## src/rtl/cond_writeback_pkg.sv

```systemverilog
// Shared encodings for the execute/writeback boundary: condition codes,
// NZCV bit positions and the ALU command set.
package cond_writeback_pkg;

  typedef enum logic [3:0] {
    COND_EQ = 4'd0,
    COND_NE = 4'd1,
    COND_CS = 4'd2,
    COND_CC = 4'd3,
    COND_MI = 4'd4,
    COND_PL = 4'd5,
    COND_VS = 4'd6,
    COND_VC = 4'd7,
    COND_HI = 4'd8,
    COND_LS = 4'd9,
    COND_GE = 4'd10,
    COND_LT = 4'd11,
    COND_GT = 4'd12,
    COND_LE = 4'd13,
    COND_AL = 4'd14,
    COND_NV = 4'd15
  } cond_e;

  localparam int FLAG_N = 3;
  localparam int FLAG_Z = 2;
  localparam int FLAG_C = 1;
  localparam int FLAG_V = 0;

  typedef enum logic [3:0] {
    ALU_ADD = 4'd0,
    ALU_SUB = 4'd1,
    ALU_AND = 4'd2,
    ALU_ORR = 4'd3,
    ALU_EOR = 4'd4,
    ALU_MOV = 4'd5,
    ALU_CMP = 4'd6,
    ALU_TST = 4'd7,
    ALU_ADC = 4'd8,
    ALU_SBC = 4'd9,
    ALU_LSL = 4'd10,
    ALU_LSR = 4'd11,
    ALU_ASR = 4'd12,
    ALU_MVN = 4'd13,
    ALU_BIC = 4'd14,
    ALU_NOP = 4'd15
  } alu_cmd_e;

  typedef struct packed {
    logic n;
    logic z;
    logic c;
    logic v;
  } nzcv_t;

  function automatic nzcv_t unpack_nzcv(input logic [3:0] f);
    nzcv_t r;
    r.n = f[FLAG_N];
    r.z = f[FLAG_Z];
    r.c = f[FLAG_C];
    r.v = f[FLAG_V];
    return r;
  endfunction

endpackage

```

## src/rtl/cond_writeback_if.sv

```systemverilog
// Upstream ALU-result handshake plus downstream register-file writeback
// handshake, bundled so producer and consumer share one port.
interface cond_writeback_if #(
  parameter int DW = 32,
  parameter int RW = 4
) ();

  logic          in_valid;
  logic          in_ready;
  logic [3:0]    in_cond;
  logic          in_set_flags;
  logic          in_reg_write;
  logic [RW-1:0] in_rd;
  logic [DW-1:0] in_result;
  logic [3:0]    in_flags;

  logic          wb_valid;
  logic          wb_ready;
  logic [RW-1:0] wb_rd;
  logic [DW-1:0] wb_data;

  // Environment side: drives ALU results, consumes writebacks.
  modport master (
    output in_valid, in_cond, in_set_flags, in_reg_write, in_rd, in_result, in_flags,
    input  in_ready,
    input  wb_valid, wb_rd, wb_data,
    output wb_ready
  );

  // Block side.
  modport slave (
    input  in_valid, in_cond, in_set_flags, in_reg_write, in_rd, in_result, in_flags,
    output in_ready,
    output wb_valid, wb_rd, wb_data,
    input  wb_ready
  );

endinterface

```

## src/rtl/cond_writeback_cond_check.sv

```systemverilog
// Purely combinational evaluation of a 4-bit condition field against NZCV.
module cond_check
  import cond_writeback_pkg::*;
(
  input  logic [3:0] cond,
  input  logic [3:0] nzcv,
  output logic       pass
);

  nzcv_t f;

  always_comb begin
    f    = unpack_nzcv(nzcv);
    pass = 1'b0;
    case (cond_e'(cond))
      COND_EQ: pass = f.z;
      COND_NE: pass = !f.z;
      COND_CS: pass = f.c;
      COND_CC: pass = !f.c;
      COND_MI: pass = f.n;
      COND_PL: pass = !f.n;
      COND_VS: pass = f.v;
      COND_VC: pass = !f.v;
      COND_HI: pass = f.c && !f.z;
      COND_LS: pass = !f.c || f.z;
      COND_GE: pass = (f.n == f.v);
      COND_LT: pass = (f.n != f.v);
      COND_GT: pass = !f.z && (f.n == f.v);
      COND_LE: pass = f.z || (f.n != f.v);
      COND_AL: pass = 1'b1;
      COND_NV: pass = 1'b0;
      default: pass = 1'b0;
    endcase
  end

endmodule

```

## src/rtl/cond_writeback.sv

```systemverilog
// Conditional-execution writeback stage: squashes condition-failed results,
// maintains NZCV and buffers register writes in a 2-entry FIFO.
module cond_writeback
  import cond_writeback_pkg::*;
#(
  parameter int DW = 32,
  parameter int RW = 4,
  parameter int CW = 16
) (
  input  logic          clk,
  input  logic          rst_n,
  cond_writeback_if.slave bus,
  output logic [3:0]    flags_q,
  output logic [CW-1:0] exec_cnt,
  output logic [CW-1:0] squash_cnt
);

  localparam logic [CW-1:0] CNT_MAX = '1;

  logic [3:0]    flags_d;
  logic [CW-1:0] exec_cnt_q, exec_cnt_d;
  logic [CW-1:0] squash_cnt_q, squash_cnt_d;

  logic [RW-1:0] rd_mem_q   [0:1];
  logic [RW-1:0] rd_mem_d   [0:1];
  logic [DW-1:0] data_mem_q [0:1];
  logic [DW-1:0] data_mem_d [0:1];
  logic          wr_ptr_q, wr_ptr_d;
  logic          rd_ptr_q, rd_ptr_d;
  logic [1:0]    count_q, count_d;

  logic in_ready;
  logic accept;
  logic cond_pass;
  logic push;
  logic pop;

  cond_check u_cond_check (
    .cond (bus.in_cond),
    .nzcv (flags_q),
    .pass (cond_pass)
  );

  assign in_ready     = (count_q != 2'd2);
  assign accept       = bus.in_valid && in_ready;
  assign push         = accept && cond_pass && bus.in_reg_write;
  assign pop          = (count_q != 2'd0) && bus.wb_ready;

  assign bus.in_ready = in_ready;
  assign bus.wb_valid = (count_q != 2'd0);
  assign bus.wb_rd    = rd_mem_q[rd_ptr_q];
  assign bus.wb_data  = data_mem_q[rd_ptr_q];

  assign exec_cnt     = exec_cnt_q;
  assign squash_cnt   = squash_cnt_q;

  // Architectural state: flags and statistics only move on an accept.
  always_comb begin
    flags_d      = flags_q;
    exec_cnt_d   = exec_cnt_q;
    squash_cnt_d = squash_cnt_q;
    if (accept) begin
      if (cond_pass) begin
        if (bus.in_set_flags) begin
          flags_d = bus.in_flags;
        end
        if (exec_cnt_q != CNT_MAX) begin
          exec_cnt_d = exec_cnt_q + 1'b1;
        end
      end else if (squash_cnt_q != CNT_MAX) begin
        squash_cnt_d = squash_cnt_q + 1'b1;
      end
    end
  end

  // FIFO bookkeeping; push and pop in the same cycle leave occupancy unchanged.
  always_comb begin
    rd_mem_d   = rd_mem_q;
    data_mem_d = data_mem_q;
    wr_ptr_d   = wr_ptr_q;
    rd_ptr_d   = rd_ptr_q;
    count_d    = count_q;
    if (push) begin
      rd_mem_d[wr_ptr_q]   = bus.in_rd;
      data_mem_d[wr_ptr_q] = bus.in_result;
      wr_ptr_d             = !wr_ptr_q;
    end
    if (pop) begin
      rd_ptr_d = !rd_ptr_q;
    end
    case ({push, pop})
      2'b10:   count_d = count_q + 2'd1;
      2'b01:   count_d = count_q - 2'd1;
      default: count_d = count_q;
    endcase
  end

  always_ff @(posedge clk) begin
    if (!rst_n) begin
      flags_q       <= 4'b0000;
      exec_cnt_q    <= '0;
      squash_cnt_q  <= '0;
      wr_ptr_q      <= 1'b0;
      rd_ptr_q      <= 1'b0;
      count_q       <= 2'd0;
      rd_mem_q[0]   <= '0;
      rd_mem_q[1]   <= '0;
      data_mem_q[0] <= '0;
      data_mem_q[1] <= '0;
    end else begin
      flags_q       <= flags_d;
      exec_cnt_q    <= exec_cnt_d;
      squash_cnt_q  <= squash_cnt_d;
      wr_ptr_q      <= wr_ptr_d;
      rd_ptr_q      <= rd_ptr_d;
      count_q       <= count_d;
      rd_mem_q[0]   <= rd_mem_d[0];
      rd_mem_q[1]   <= rd_mem_d[1];
      data_mem_q[0] <= data_mem_d[0];
      data_mem_q[1] <= data_mem_d[1];
    end
  end

endmodule

```

## src/flat_wrapper.sv

```systemverilog
// flat-port wrapper written by rule: the top's interface ports become plain ports
module cond_writeback_flat import cond_writeback_pkg::*;
#(
  parameter int DW = 32,
  parameter int RW = 4,
  parameter int CW = 16
)
  (clk, rst_n, flags_q, exec_cnt, squash_cnt, bus_in_valid, bus_in_cond, bus_in_set_flags, bus_in_reg_write, bus_in_rd, bus_in_result, bus_in_flags, bus_in_ready, bus_wb_valid, bus_wb_rd, bus_wb_data, bus_wb_ready);
  cond_writeback_if #(.DW(DW), .RW(RW)) bus_i ();
  input  logic clk;
  input  logic rst_n;
  output logic [3:0] flags_q;
  output logic [CW-1:0] exec_cnt;
  output logic [CW-1:0] squash_cnt;
  input wire logic [$bits(bus_i.in_valid)-1:0] bus_in_valid;
  input wire logic [$bits(bus_i.in_cond)-1:0] bus_in_cond;
  input wire logic [$bits(bus_i.in_set_flags)-1:0] bus_in_set_flags;
  input wire logic [$bits(bus_i.in_reg_write)-1:0] bus_in_reg_write;
  input wire logic [$bits(bus_i.in_rd)-1:0] bus_in_rd;
  input wire logic [$bits(bus_i.in_result)-1:0] bus_in_result;
  input wire logic [$bits(bus_i.in_flags)-1:0] bus_in_flags;
  output wire logic [$bits(bus_i.in_ready)-1:0] bus_in_ready;
  output wire logic [$bits(bus_i.wb_valid)-1:0] bus_wb_valid;
  output wire logic [$bits(bus_i.wb_rd)-1:0] bus_wb_rd;
  output wire logic [$bits(bus_i.wb_data)-1:0] bus_wb_data;
  input wire logic [$bits(bus_i.wb_ready)-1:0] bus_wb_ready;
  assign bus_i.in_valid = bus_in_valid;
  assign bus_i.in_cond = bus_in_cond;
  assign bus_i.in_set_flags = bus_in_set_flags;
  assign bus_i.in_reg_write = bus_in_reg_write;
  assign bus_i.in_rd = bus_in_rd;
  assign bus_i.in_result = bus_in_result;
  assign bus_i.in_flags = bus_in_flags;
  assign bus_in_ready = bus_i.in_ready;
  assign bus_wb_valid = bus_i.wb_valid;
  assign bus_wb_rd = bus_i.wb_rd;
  assign bus_wb_data = bus_i.wb_data;
  assign bus_i.wb_ready = bus_wb_ready;
  cond_writeback #(.DW(DW), .RW(RW), .CW(CW)) u_core (.clk(clk), .rst_n(rst_n), .bus(bus_i), .flags_q(flags_q), .exec_cnt(exec_cnt), .squash_cnt(squash_cnt));
endmodule
```

## config.mk

```make
export PLATFORM = sky130hd
export DESIGN_NAME = cond_writeback_flat
export DESIGN_NICKNAME = d
export VERILOG_FILES = /design/src/rtl/cond_writeback_pkg.sv /design/src/rtl/cond_writeback_if.sv /design/src/rtl/cond_writeback_cond_check.sv /design/src/rtl/cond_writeback.sv /design/src/flat_wrapper.sv
export SDC_FILE = /design/constraint.sdc
export NUM_CORES = 1
export LEC_CHECK = 0
export CAP_MARGIN = 20
export CORE_MARGIN = 1
export CORE_UTILIZATION = 50
export CTS_CLUSTER_DIAMETER = 80
export DETAILED_ROUTE_END_ITERATION = 8
export PLACE_DENSITY_LB_ADDON = 0.15
export SLEW_MARGIN = 25
export SYNTH_ARGS = -nofsm -noshare
export SYNTH_HDL_FRONTEND = slang
export SYNTH_SLANG_ARGS = --single-unit
```

## constraint.sdc

```tcl
create_clock -name clk -period 3.8 [get_ports clk]
set_clock_uncertainty 0.15 [all_clocks]
set_input_delay 0.57 -clock clk [delete_from_list [all_inputs] [get_ports clk]]
set_output_delay 0.57 -clock clk [all_outputs]
set_load 0.02 [all_outputs]
```

==> out/summary.log, run 1 <==
INFO  outcome        run_status=completed
INFO  clocking       cts.sink_count=112
INFO  finish         nets=751
INFO  logic_synthesis synthesis.instances=597
INFO  power_and_ir_drop switching_share=0.2742
INFO  setup_path     timing.setup.critical_path_class=input pin to register
INFO  timing         finalSetupViolCount=0
INFO  timing         setup_total_negative_slack=0ns
INFO  setup_path     arrival=3.38ns
INFO  global_routing grt_antenna_before_repair=0
INFO  route          detail_route.wirelength=12,300um
INFO  logic_synthesis synth_async_sr_flop_share=0
INFO  place          routabilityCongestion=0.8275
INFO  logic_synthesis synth_sequential_area_ratio=0.4159
INFO  global_routing grt.met3_usage=0.06122
INFO  clocking       cts.clk_slew.worst_paths=0.10ns
INFO  die            core_area=10,370squm
INFO  place          placed_cells=823
INFO  global_routing global_route.peak_usage_layer=met2
INFO  power_and_ir_drop internal_power=0.001680W
INFO  logic_synthesis yosysUniqueCellTypes=50
INFO  logic_synthesis ys_top_cells_by_count=144 x nand2_1, 112 x dfxtp_1, 89 x mux2i_1
INFO  route          wl_per_cell=14.67um
INFO  timing         post-route-period-util=0.8503
INFO  global_routing groute.layer.met2.usage=0.3866
INFO  logic_synthesis synth-edff-count=0
INFO  logic_synthesis main_synth_ff_type=dfxtp_1
INFO  route          drt_pre_antenna_iters=5
INFO  setup_path     crit_top_cell=mux2i_1
INFO  clocking       cts_setup_buffers=0
INFO  timing         maxClockFrequency=309.5MHz
INFO  route          drc_viols=0
INFO  power_and_ir_drop worst_ir_drop_vdd=0.1775mV
INFO  clocking       cts.root.buffer_cell=clkbuf_8
INFO  worst_hold_path worstHoldStart=u_core.rd_mem_q[2]$_SDFFE_PN0P_
INFO  setup_path     crit_family=simple AND/OR/NAND/NOR gates
INFO  flow_run       cap_violations=0
INFO  power_and_ir_drop leakage_power=2.887nW
INFO  clocking       cts_max_level=3
INFO  logic_synthesis yosysMostFrequentCell=nand2_1
INFO  timing         timing.slew.headroom=0.3906
INFO  finish         final_cell_count_no_fill=838
INFO  die            initial_utilization=0.5199
INFO  route          via_count=4,575
INFO  finish         antenna_cells_inserted=0
INFO  global_routing track_usage=0.2247
INFO  power_and_ir_drop power-per-cell-area=337.4nW/um^2
INFO  power_and_ir_drop power.switching=0.0006345W
INFO  die            io_pins=124
INFO  clocking       numCtsBuffers=9
INFO  power_and_ir_drop sequentialPowerShare=0.545
INFO  logic_synthesis synth.cell_area=5391squm
INFO  setup_path     critical_path.slowest_cell=clkdlybuf4s50_1
INFO  clocking       tritoncts=yes
INFO  power_and_ir_drop total_power=0.002314W
INFO  global_routing pin_count_of_the_biggest_net_entering_global_routing=89
INFO  timing         grt_setup_unrepaired=no
INFO  place          placement.io_buffers=123
INFO  setup_path     r2r_start=u_core.flags_q[0]$_SDFFE_PN0P_
INFO  die            die_area=11,200squm
INFO  finish         drive_above_1_share=0.09259
INFO  route          post_drt_via_cell_ratio=5.459
INFO  power_and_ir_drop comb_power_share=0.171
INFO  clocking       max-clock-path-buffers=2
INFO  global_routing groute.layer.met1.usage=0.2693
INFO  timing         worst_pin_slew=0.9140ns
INFO  logic_synthesis synth.area.top_cells=dfxtp_1 42%, mux2i_1 17%, nand2_1 10%
INFO  die            die-height=105.8um
INFO  global_routing grt_remaining_overflow=0
INFO  setup_path     cp_cell_sequence=clkdlybuf4s50_1 > mux2i_1 > mux2i_1 > or2_1 > a211oi_2 > nor2_1 > nand2_1 > ha_1 > or3_1 > a21oi_1
INFO  worst_hold_path holdCritPathClass=register to register
INFO  setup_path     critical_path.startpoint_type=input pin
INFO  setup_path     timing.critical_path.buf_inv=1
INFO  place          dp.final_hpwl=8543um
INFO  timing         min_period=3.231ns
INFO  logic_synthesis synth_top_area_cell=dfxtp_1
INFO  global_routing grt_first_pass_wirelength=20,210um
INFO  setup_path     timing.critical_path.fanout_max=13
INFO  logic_synthesis yosysTopAreaCellShare=0.4159
INFO  setup_path     end_kind=register
INFO  timing         finalMaxSlewViolations=0
INFO  clocking       cts_hold_buffers=0
INFO  power_and_ir_drop power.share.clock=0.283
INFO  logic_synthesis synthesis.yosys.warnings=0
INFO  clocking       post_cts_resized=0
INFO  die            fp.dieW=105.8um
INFO  setup_path     timing.critical_path.slowest_cell_delay=0.62ns
INFO  logic_synthesis synth.ff_latch_count=112
INFO  logic_synthesis syn_area_per_cell=9.031squm
INFO  logic_synthesis synth_nets=650
INFO  setup_path     worstPathRequired=3.95ns
INFO  route          detailedRoute.firstIterationViolations=185
INFO  route          ant_nets=0
INFO  global_routing grt_pass1_vias=4,389
INFO  finish         flow.area_growth_from_synthesis=27.20%
INFO  setup_path     crit_start=bus_in_cond[1]
INFO  clocking       clk_latency=0.38ns
INFO  timing         finalHoldViolCount=0
INFO  die            std_cell_rows=37
==> metrics by stage <==
stage / cell area (sq um) / hold slack, ns / util / worst slack, ns
6_report: 6858 / 0.3148 / 0.6613 / 0.5688
5_1_grt: 6858 / 0.3291 / 0.6613 / 0.4170
4_1_cts: 6858 / 0.3143 / 0.6613 / 0.6041
3_5_place_dp: 6685 / 0.3010 / 0.6447 / 0.1941
3_3_place_gp: 6685 / 0.2905 / 0.6447 / 0.2815
2_1_floorplan: 5391 / 0.2847 / - / 0.8072
==> cell type report <==
class	count	area (sq um)
Fill cell	872	3512
Multi-Input combinational cell	439	2947
Sequential cell	112	2243
Timing Repair Buffer	129	1299
Tap cell	136	170.2
Clock buffer	12	155.1
Inverter	7	26.28
Clock inverter	3	17.52
==> cell families (layout without fill, tap and decap cells) <==
family / after synthesis / count (layout) / share of synthesized area
mux: 126 / 126 / 0.2425
buf+inv: 46 / 151 / 0.03899
fa+ha+maj: 3 / 3 / 0.006963
flops: 112 / 112 / 0.4159
xor+xnor: 4 / 4 / 0.006499
compound gates: 56 / 56 / 0.06776
simple gates: 250 / 250 / 0.2214
==> sequential cells by signal (all words and copies together) (netlist names) <==
signal	cells
u_core.data_mem_q	64
u_core.exec_cnt	16
u_core.squash_cnt	16
u_core.rd_mem_q	8
u_core.flags_q	4
u_core.count_q	2
u_core.rd_ptr_q	1
u_core.wr_ptr_q	1
==> cell usage in the layout (no fill, tap or decap), types with 3 or more instances in the layout <==
cell             instances
nand2_1                144
clkdlybuf4s50_1        122
dfxtp_1                111
mux2i_1                 89
mux2_2                  36
a21oi_1                 19
nand3_1                 16
nand2b_1                13
or3_1                   12
clkbuf_8                11
o21ai_0                 10
nor2_1                  10
o31ai_1                 10
or4_1                   10
nand4_1                  8
nor3_1                   6
inv_1                    6
and3_1                   6
buf_4                    5
nor4_1                   4
nor4b_1                  3
o211ai_1                 3
ha_1                     3
==> final timing paths <==
path | to | slack, ns | cells past startpoint
hold / removal | u_core.rd_mem_q[2]$_SDFFE_PN0P_ | 0.31 | 2
setup / recovery | u_core.count_q[1]$_SDFFE_PN0P_ | 0.57 | 10
hold reg to reg | u_core.rd_mem_q[2]$_SDFFE_PN0P_ | 0.31 | 2
setup reg to reg | u_core.count_q[1]$_SDFFE_PN0P_ | 0.84 | 9
==> per-layer routing <==
layer | up-vias | share of wire
li1 | 2296 | -
met3 | 14 | 0.058
met1 | 2159 | 0.45
met2 | 106 | 0.48
met4 | 0 | 0.013
met5 | - | 0
==> worst reg2reg max path: stages (launching register included) <==
cell	delay [ns]
dfxtp_1	0.40
xor2_1	0.28
o21ai_0	0.13
a32o_1	0.26
a211oi_2	0.65
nor2_1	0.15
nand2_1	0.11
ha_1	0.25
or3_1	0.36
a21oi_1	0.14
==> power groups by stage <==
stage               Clock (W)  Sequential, W  Combinational [W]
finish               0.000656        0.00126           0.000397
global route         0.000725        0.00127           0.000426
CTS                  0.000673        0.00126           0.000400
detailed placement          0        0.00129           0.000398
global placement            0        0.00129           0.000389
floorplan                   0        0.00126           0.000268
Note: power is estimated with default switching activity, not from simulation.
==> inputs of run 2 (changes only) <==
--- a/config.mk
+++ b/config.mk
@@ -10,6 +10,7 @@
 export CORE_UTILIZATION = 50
 export CTS_CLUSTER_DIAMETER = 80
 export DETAILED_ROUTE_END_ITERATION = 8
+export HOLD_SLACK_MARGIN = 0.12
 export PLACE_DENSITY_LB_ADDON = 0.15
 export SLEW_MARGIN = 25
 export SYNTH_ARGS = -nofsm -noshare
==> results of run 2 <==
No change in the layout: final DEF, timing and power equal those of run 1.
==> inputs of run 3 (changes only) <==
--- a/config.mk
+++ b/config.mk
@@ -12,7 +12,7 @@
 export DETAILED_ROUTE_END_ITERATION = 8
 export HOLD_SLACK_MARGIN = 0.12
 export PLACE_DENSITY_LB_ADDON = 0.15
-export SLEW_MARGIN = 25
+export SLEW_MARGIN = 0
 export SYNTH_ARGS = -nofsm -noshare
 export SYNTH_HDL_FRONTEND = slang
 export SYNTH_SLANG_ARGS = --single-unit
==> results of run 3 <==
No change in the layout: final DEF, timing and power equal those of run 1.
